**src/rtl/multicycle_ctrl.sv**
```systemverilog
// Multi-cycle CPU control FSM: fetch/decode/execute/memory/writeback sequencing,
// memory ready handshake with a bounded wait, and a sticky trap on illegal ops or timeouts.
module multicycle_ctrl #(
    parameter int MEM_WAIT_MAX = 15
) (
    input  logic        clk,
    input  logic        rst,
    input  logic [31:0] instr,
    input  logic        mem_ready,
    input  logic        alu_zero,
    output logic        ir_write,
    output logic        pc_write,
    output logic [1:0]  pc_src,
    output logic        sext,
    output logic [1:0]  alu_src_b,
    output logic [3:0]  alu_op,
    output logic        mem_read,
    output logic        mem_write,
    output logic        reg_write,
    output logic        reg_dst,
    output logic        mem_to_reg,
    output logic        instr_done,
    output logic        fault,
    output logic [2:0]  state
);

    typedef enum logic [2:0] {
        FETCH  = 3'd0,
        DECODE = 3'd1,
        EXEC   = 3'd2,
        MEM    = 3'd3,
        WB     = 3'd4,
        FAULT  = 3'd7
    } state_t;

    localparam int CW = (MEM_WAIT_MAX > 1) ? $clog2(MEM_WAIT_MAX) : 1;
    localparam logic [CW-1:0] LAST = CW'(MEM_WAIT_MAX - 1);

    state_t        cur;
    logic [CW-1:0] waitCnt;

    logic [5:0] op;
    logic [5:0] funct;
    logic       isR, rOk, isLw, isSw, isBeq, isBne, isAddi, isAddiu;
    logic       isAndi, isOri, isLui, isJ, isIAlu, legal, taken, waitExpired;
    logic [3:0] rAluOp;

    assign op    = instr[31:26];
    assign funct = instr[5:0];

    // Opcode/funct decode shared by the next-state and strobe logic
    always_comb begin
        isR     = (op == 6'h00);
        isLw    = (op == 6'h23);
        isSw    = (op == 6'h2B);
        isBeq   = (op == 6'h04);
        isBne   = (op == 6'h05);
        isAddi  = (op == 6'h08);
        isAddiu = (op == 6'h09);
        isAndi  = (op == 6'h0C);
        isOri   = (op == 6'h0D);
        isLui   = (op == 6'h0F);
        isJ     = (op == 6'h02);
        isIAlu  = isAddi | isAddiu | isAndi | isOri | isLui;
        rOk     = 1'b1;
        rAluOp  = 4'd0;
        case (funct)
            6'h20:   rAluOp = 4'd0;
            6'h22:   rAluOp = 4'd1;
            6'h24:   rAluOp = 4'd2;
            6'h25:   rAluOp = 4'd3;
            6'h2A:   rAluOp = 4'd4;
            default: rOk = 1'b0;
        endcase
        legal = (isR & rOk) | isLw | isSw | isBeq | isBne | isIAlu | isJ;
        taken = (isBeq & alu_zero) | (isBne & ~alu_zero);
        waitExpired = ~mem_ready && (waitCnt == LAST);
    end

    // State register and memory wait counter; a ready on the last allowed cycle still completes
    always_ff @(posedge clk) begin
        if (rst) begin
            cur     <= FETCH;
            waitCnt <= '0;
        end else begin
            case (cur)
                FETCH: begin
                    if (mem_ready) begin
                        cur     <= DECODE;
                        waitCnt <= '0;
                    end else if (waitExpired) begin
                        cur <= FAULT;
                    end else begin
                        waitCnt <= waitCnt + CW'(1);
                    end
                end
                DECODE: cur <= legal ? EXEC : FAULT;
                EXEC: begin
                    waitCnt <= '0;
                    if (isR | isIAlu)     cur <= WB;
                    else if (isLw | isSw) cur <= MEM;
                    else                  cur <= FETCH;
                end
                MEM: begin
                    if (mem_ready) begin
                        cur     <= isLw ? WB : FETCH;
                        waitCnt <= '0;
                    end else if (waitExpired) begin
                        cur <= FAULT;
                    end else begin
                        waitCnt <= waitCnt + CW'(1);
                    end
                end
                WB: begin
                    cur     <= FETCH;
                    waitCnt <= '0;
                end
                FAULT:   cur <= FAULT;
                default: cur <= FAULT;
            endcase
        end
    end

    // Strobes decoded from the current state; everything is forced low while reset is held
    always_comb begin
        ir_write   = 1'b0;
        pc_write   = 1'b0;
        pc_src     = 2'b00;
        sext       = 1'b0;
        alu_src_b  = 2'b00;
        alu_op     = 4'd0;
        mem_read   = 1'b0;
        mem_write  = 1'b0;
        reg_write  = 1'b0;
        reg_dst    = 1'b0;
        mem_to_reg = 1'b0;
        instr_done = 1'b0;
        fault      = 1'b0;
        state      = 3'd0;
        if (!rst) begin
            state = cur;
            if (cur == DECODE || cur == EXEC || cur == MEM || cur == WB)
                sext = isLw | isSw | isBeq | isBne | isAddi | isAddiu;
            case (cur)
                FETCH: begin
                    mem_read  = 1'b1;
                    alu_src_b = 2'b01;
                    if (mem_ready) begin
                        ir_write = 1'b1;
                        pc_write = 1'b1;
                    end
                end
                EXEC: begin
                    if (isR) begin
                        alu_op = rAluOp;
                    end else if (isIAlu) begin
                        alu_src_b = isLui ? 2'b11 : 2'b10;
                        alu_op    = isAndi ? 4'd2 : (isOri ? 4'd3 : 4'd0);
                    end else if (isLw | isSw) begin
                        alu_src_b = 2'b10;
                    end else if (isBeq | isBne) begin
                        alu_op     = 4'd1;
                        instr_done = 1'b1;
                        if (taken) begin
                            pc_write = 1'b1;
                            pc_src   = 2'b01;
                        end
                    end else if (isJ) begin
                        pc_write   = 1'b1;
                        pc_src     = 2'b10;
                        instr_done = 1'b1;
                    end
                end
                MEM: begin
                    mem_read   = isLw;
                    mem_write  = isSw;
                    instr_done = isSw & mem_ready;
                end
                WB: begin
                    reg_write  = 1'b1;
                    reg_dst    = isR;
                    mem_to_reg = isLw;
                    instr_done = 1'b1;
                end
                FAULT:   fault = 1'b1;
                default: ;
            endcase
        end
    end

endmodule
```
**config.mk**
```make
export PLATFORM = sky130hd
export DESIGN_NAME = multicycle_ctrl
export DESIGN_NICKNAME = d
export VERILOG_FILES = /design/src/rtl/multicycle_ctrl.sv
export SDC_FILE = /design/constraint.sdc
export NUM_CORES = 1
export LEC_CHECK = 0
export BUFFER_PORTS_ARGS = -buffer_cell sky130_fd_sc_hd__buf_2
export CAP_MARGIN = 40
export CORE_MARGIN = 2
export CORE_UTILIZATION = 45
export DETAILED_ROUTE_END_ITERATION = 12
export PLACE_DENSITY = 0.82
export REMOVE_ABC_BUFFERS = 1
export SKIP_LAST_GASP = 1
export SYNTH_ARGS = -nofsm -noshare
export SYNTH_HDL_FRONTEND = slang
export SYNTH_SLANG_ARGS = --single-unit
export TNS_END_PERCENT = 1
```
**constraint.sdc**
```tcl
create_clock -name clk -period 2.4 [get_ports clk]
set_clock_uncertainty 0.15 [all_clocks]
set_input_delay 0.48 -clock clk [delete_from_list [all_inputs] [get_ports clk]]
set_output_delay 0.48 -clock clk [all_outputs]
set_load 0.01 [all_outputs]
```
==> results by group <==
Timing
  • Slew Limit Fails: 0
  • Setup slack after layout: 0.0703 ns
  • Hold Vio Cnt, Final: 0
  • Max Fclk: 429 MHz
  • Setup tns final: 0 ns
  • Period utilization: 97.1%
  • RSZ-0062 raised after global routing: yes
  • Final setup vio count: 0
  • Final min period: 2.33 ns

Setup path
  • CP max FO: 8
  • Setup slack, reg-to-reg: 0.53 ns
  • Critical R2R Launch: cur[2]
  • Top cell by count, worst path: buf_2
  • Worst R2R End: waitCnt[3]
  • Worst EP arrival: 1.70 ns
  • R2R cell count: 5
  • Crit-path cells: buf_2 > buf_4 > nor4_2 > nand2_1 > nor4_1 > buf_2
  • Worst setup EP type: output port
  • CP required: 1.77 ns
  • Max stage delay on crit path: 0.32 ns
  • Path type of the worst setup path: in2out
  • Slowest cell on crit path: nor4_1
  • Crit path max-delay family: simple AND/OR/NAND/NOR gates
  • Worst Setup Start Kind: primary input
  • Buf/Inv on CP: 3

Die
  • Die W: 52.3 um
  • I/O Pins: 57
  • Rows: 17
  • Die Y-Extent: 52.3 um
  • Initial Util: 47.5%
  • Core area: 2210 um^2
  • DIE AREA: 2740 um^2

Logic synthesis
  • Post-synth cell types: 47
  • Largest area contributor in the netlist: dfxtp_1
  • Synthesis warning total: 0
  • Synth top area share: 13.3%
  • Fraction of registers with async set/reset: 0%
  • Cells after Synth: 153
  • Ys flop type: dfxtp_1
  • Post-synthesis register bit count: 7
  • Post-synth EDFFs: 0
  • Synth top area cells: dfxtp_1 (13%), o21ai_0 (5.2%), nor2_1 (5.0%), nand2b_1 (4.8%), a21oi_1 (4.3%)
  • Sequential element share of the synthesized area: 13.3%
  • Post-Syn Area: 1050 um^2
  • Avg Cell Area, Syn: 6.87 um^2

Place
  • I/O Buffers: 35
  • RD Place Congestion: 0.902
  • Post-DP HPWL: 2230 um
  • DP Worst Slack: 0.00396 ns
  • Placed Instances: 213

Worst hold path
  • Worst Hold Path Cells: 2
  • HP Start: waitCnt[1]
  • WHS Endpoint: waitCnt[1]
  • Min-Delay Path Class: reg2reg

Routing
  • Antenna Nets Post-Route: 0
  • WL per Instance: 13.6 um
  • DRT Pass-1 Iters: 4
  • Post-Route WL: 2950 um
  • Via count: 1303
  • Post-route DRC: 0
  • Vias per cell: 6.00
  • DR iter-0 viols: 32

CTS
  • TritonCTS clock tree: yes
  • Root buffer selected by CTS: clkbuf_4
  • Clock latency on the worst-skew pair: 0.25 ns
  • Post-cts resize count: 0
  • Clk sinks: 7
  • Postcts setup bufs: 0
  • Hold buffers post-CTS: 0
  • Max clock buf depth: 2
  • Total CTS buffers: 3
  • Clock Pin Slew Worst Setup and Hold Paths: 0.05 ns
  • H-tree levels: 1

Power and ir drop
  • Static leakage: 0.573 nW
  • Switching Fraction: 45.2%
  • Clock power share: 16.1%
  • Power share of the combinational group: 53.3%
  • P_sw: 298 uW
  • P_int: 361 uW
  • Seq pwr share: 30.5%
  • Pwr dens: 511 nW/um^2
  • VDD IR max: 0.000291 V

Job
  • Max-cap violations: 0

GRT
  • Largest net degree at the start of global routing: 17
  • Total track usage: 21.2%
  • GRT overflow: 0
  • Antenna violations before repair: 0
  • Global-route wire length before repair: 4580 um
  • Number of global-route vias before repair: 1122

Finish
  • Non-Filler Instances: 217
  • Final Util: 58.2%
  • Layout Nets: 228
  • Synth-to-Final Area Change: 22.5%
  • N_diodes: 0
  • Layout cell share with drive strength beyond 1: 31.7%
  • Fill cells: 215

Run status
  • Status: complete, no violations
==> worst max-delay path by stage <==
stage                   start   endpoint  slack [ns]  depth (start not counted)
floorplan           instr[30]   pc_write        0.33                          4
global placement    instr[30]   pc_write        0.08                          6
detailed placement  instr[28]  alu_op[2]       0.004                          6
CTS                 instr[28]  alu_op[2]       0.003                          6
global route        instr[28]  alu_op[2]       -0.02                          6
finish              instr[29]  alu_op[2]        0.07                          6
==> cells by family (layout without fill, tap and decap cells) <==
group	Yosys count	after routing	share of synthesized area, %
compound gates	39	39	23.9
xor+xnor	3	3	2.50
fa+ha+maj	2	2	2.38
buf+inv	20	56	11.0
flops	7	7	13.3
mux	2	2	1.90
other cells	1	1	0.357
simple gates	79	79	44.6
==> worst register-to-register path: stages, from the launching register on <==
cell and delay [ns]:
dfxtp_1 0.50, buf_4 0.24, or2_1 0.15, o21ai_2 0.11
or4_1 0.48, a21oi_1 0.16
==> through the flow <==
| stage | hold slack, ns | power (mW) | area [um^2] |
|---|---|---|---|
| after floorplan | 0.335 | 0.404 | 966 |
| after global placement | 0.347 | 0.525 | 1240 |
| after detailed placement | 0.362 | 0.540 | 1240 |
| after CTS | 0.377 | 0.649 | 1270 |
| after global routing | 0.410 | 0.718 | 1290 |
| final | 0.371 | 0.658 | 1290 |
==> cell usage in the layout, fill, tap and decap left out, drive strengths merged, types with 4 or more instances in the layout <==
cell | Yosys | final
nor4 | 7 | 7
o21ai | 12 | 12
nand3 | 5 | 5
dfxtp | 7 | 7
nand2b | 8 | 8
a31oi | 5 | 5
nand2 | 10 | 10
or3 | 6 | 6
clkbuf | 4 | 4
nor3 | 7 | 7
nor2b | 5 | 5
inv | 8 | 8
nor2 | 14 | 14
a21oi | 9 | 9
or2 | 4 | 4
buf | 8 | 44
==> power by group through the flow <==
stage	clock network [mW]	registers [mW]	logic [mW]
3_5_place_dp	0	0.196	0.344
4_1_cts	0.109	0.195	0.345
3_3_place_gp	0	0.193	0.332
5_1_grt	0.115	0.209	0.394
6_report	0.106	0.201	0.351
2_1_floorplan	0	0.192	0.213
==> metal layers <==
layer	wire (um)	part of all wire (%)	GRT usage, %	up-vias
met5	0	0	0	-
met4	80	2.7	9.83	0
met3	177	6.0	1.14	10
met2	1490	50	39.4	60
met1	1200	41	24.4	600
li1	-	-	-	633
==> cell type report <==
cell class                 count  area [um^2]  share of cell area, %
clock buffer                   4         26.3                   2.04
sequential                     7          143                   11.1
multi-input combinational    126          811                   63.0
timing repair buffer          44          243                   18.9
inverter                       8         30.0                   2.33
tap                           28         35.0                   2.72
==> registers in the layout, summed over array words and instances (netlist names) <==
| name | count |
|---|---|
| waitCnt | 4 |
| cur | 3 |
==> synth_stat cells (all sizes together) (2+ instances only) <==
cell	number
nand2b	8
or2	4
dfxtp	7
nand2	10
nor4	7
inv	8
nor3	7
or3	6
a21oi	9
nand3	5
ha	2
a31oi	5
or4	3
and2	2
o31ai	2
clkbuf	4
nor2b	5
mux2i	2
buf	8
nor2	14
a221oi	2
o21ai	12
nand4	3
nor4b	2
xnor2	2
(Power assumes the default switching activity.)
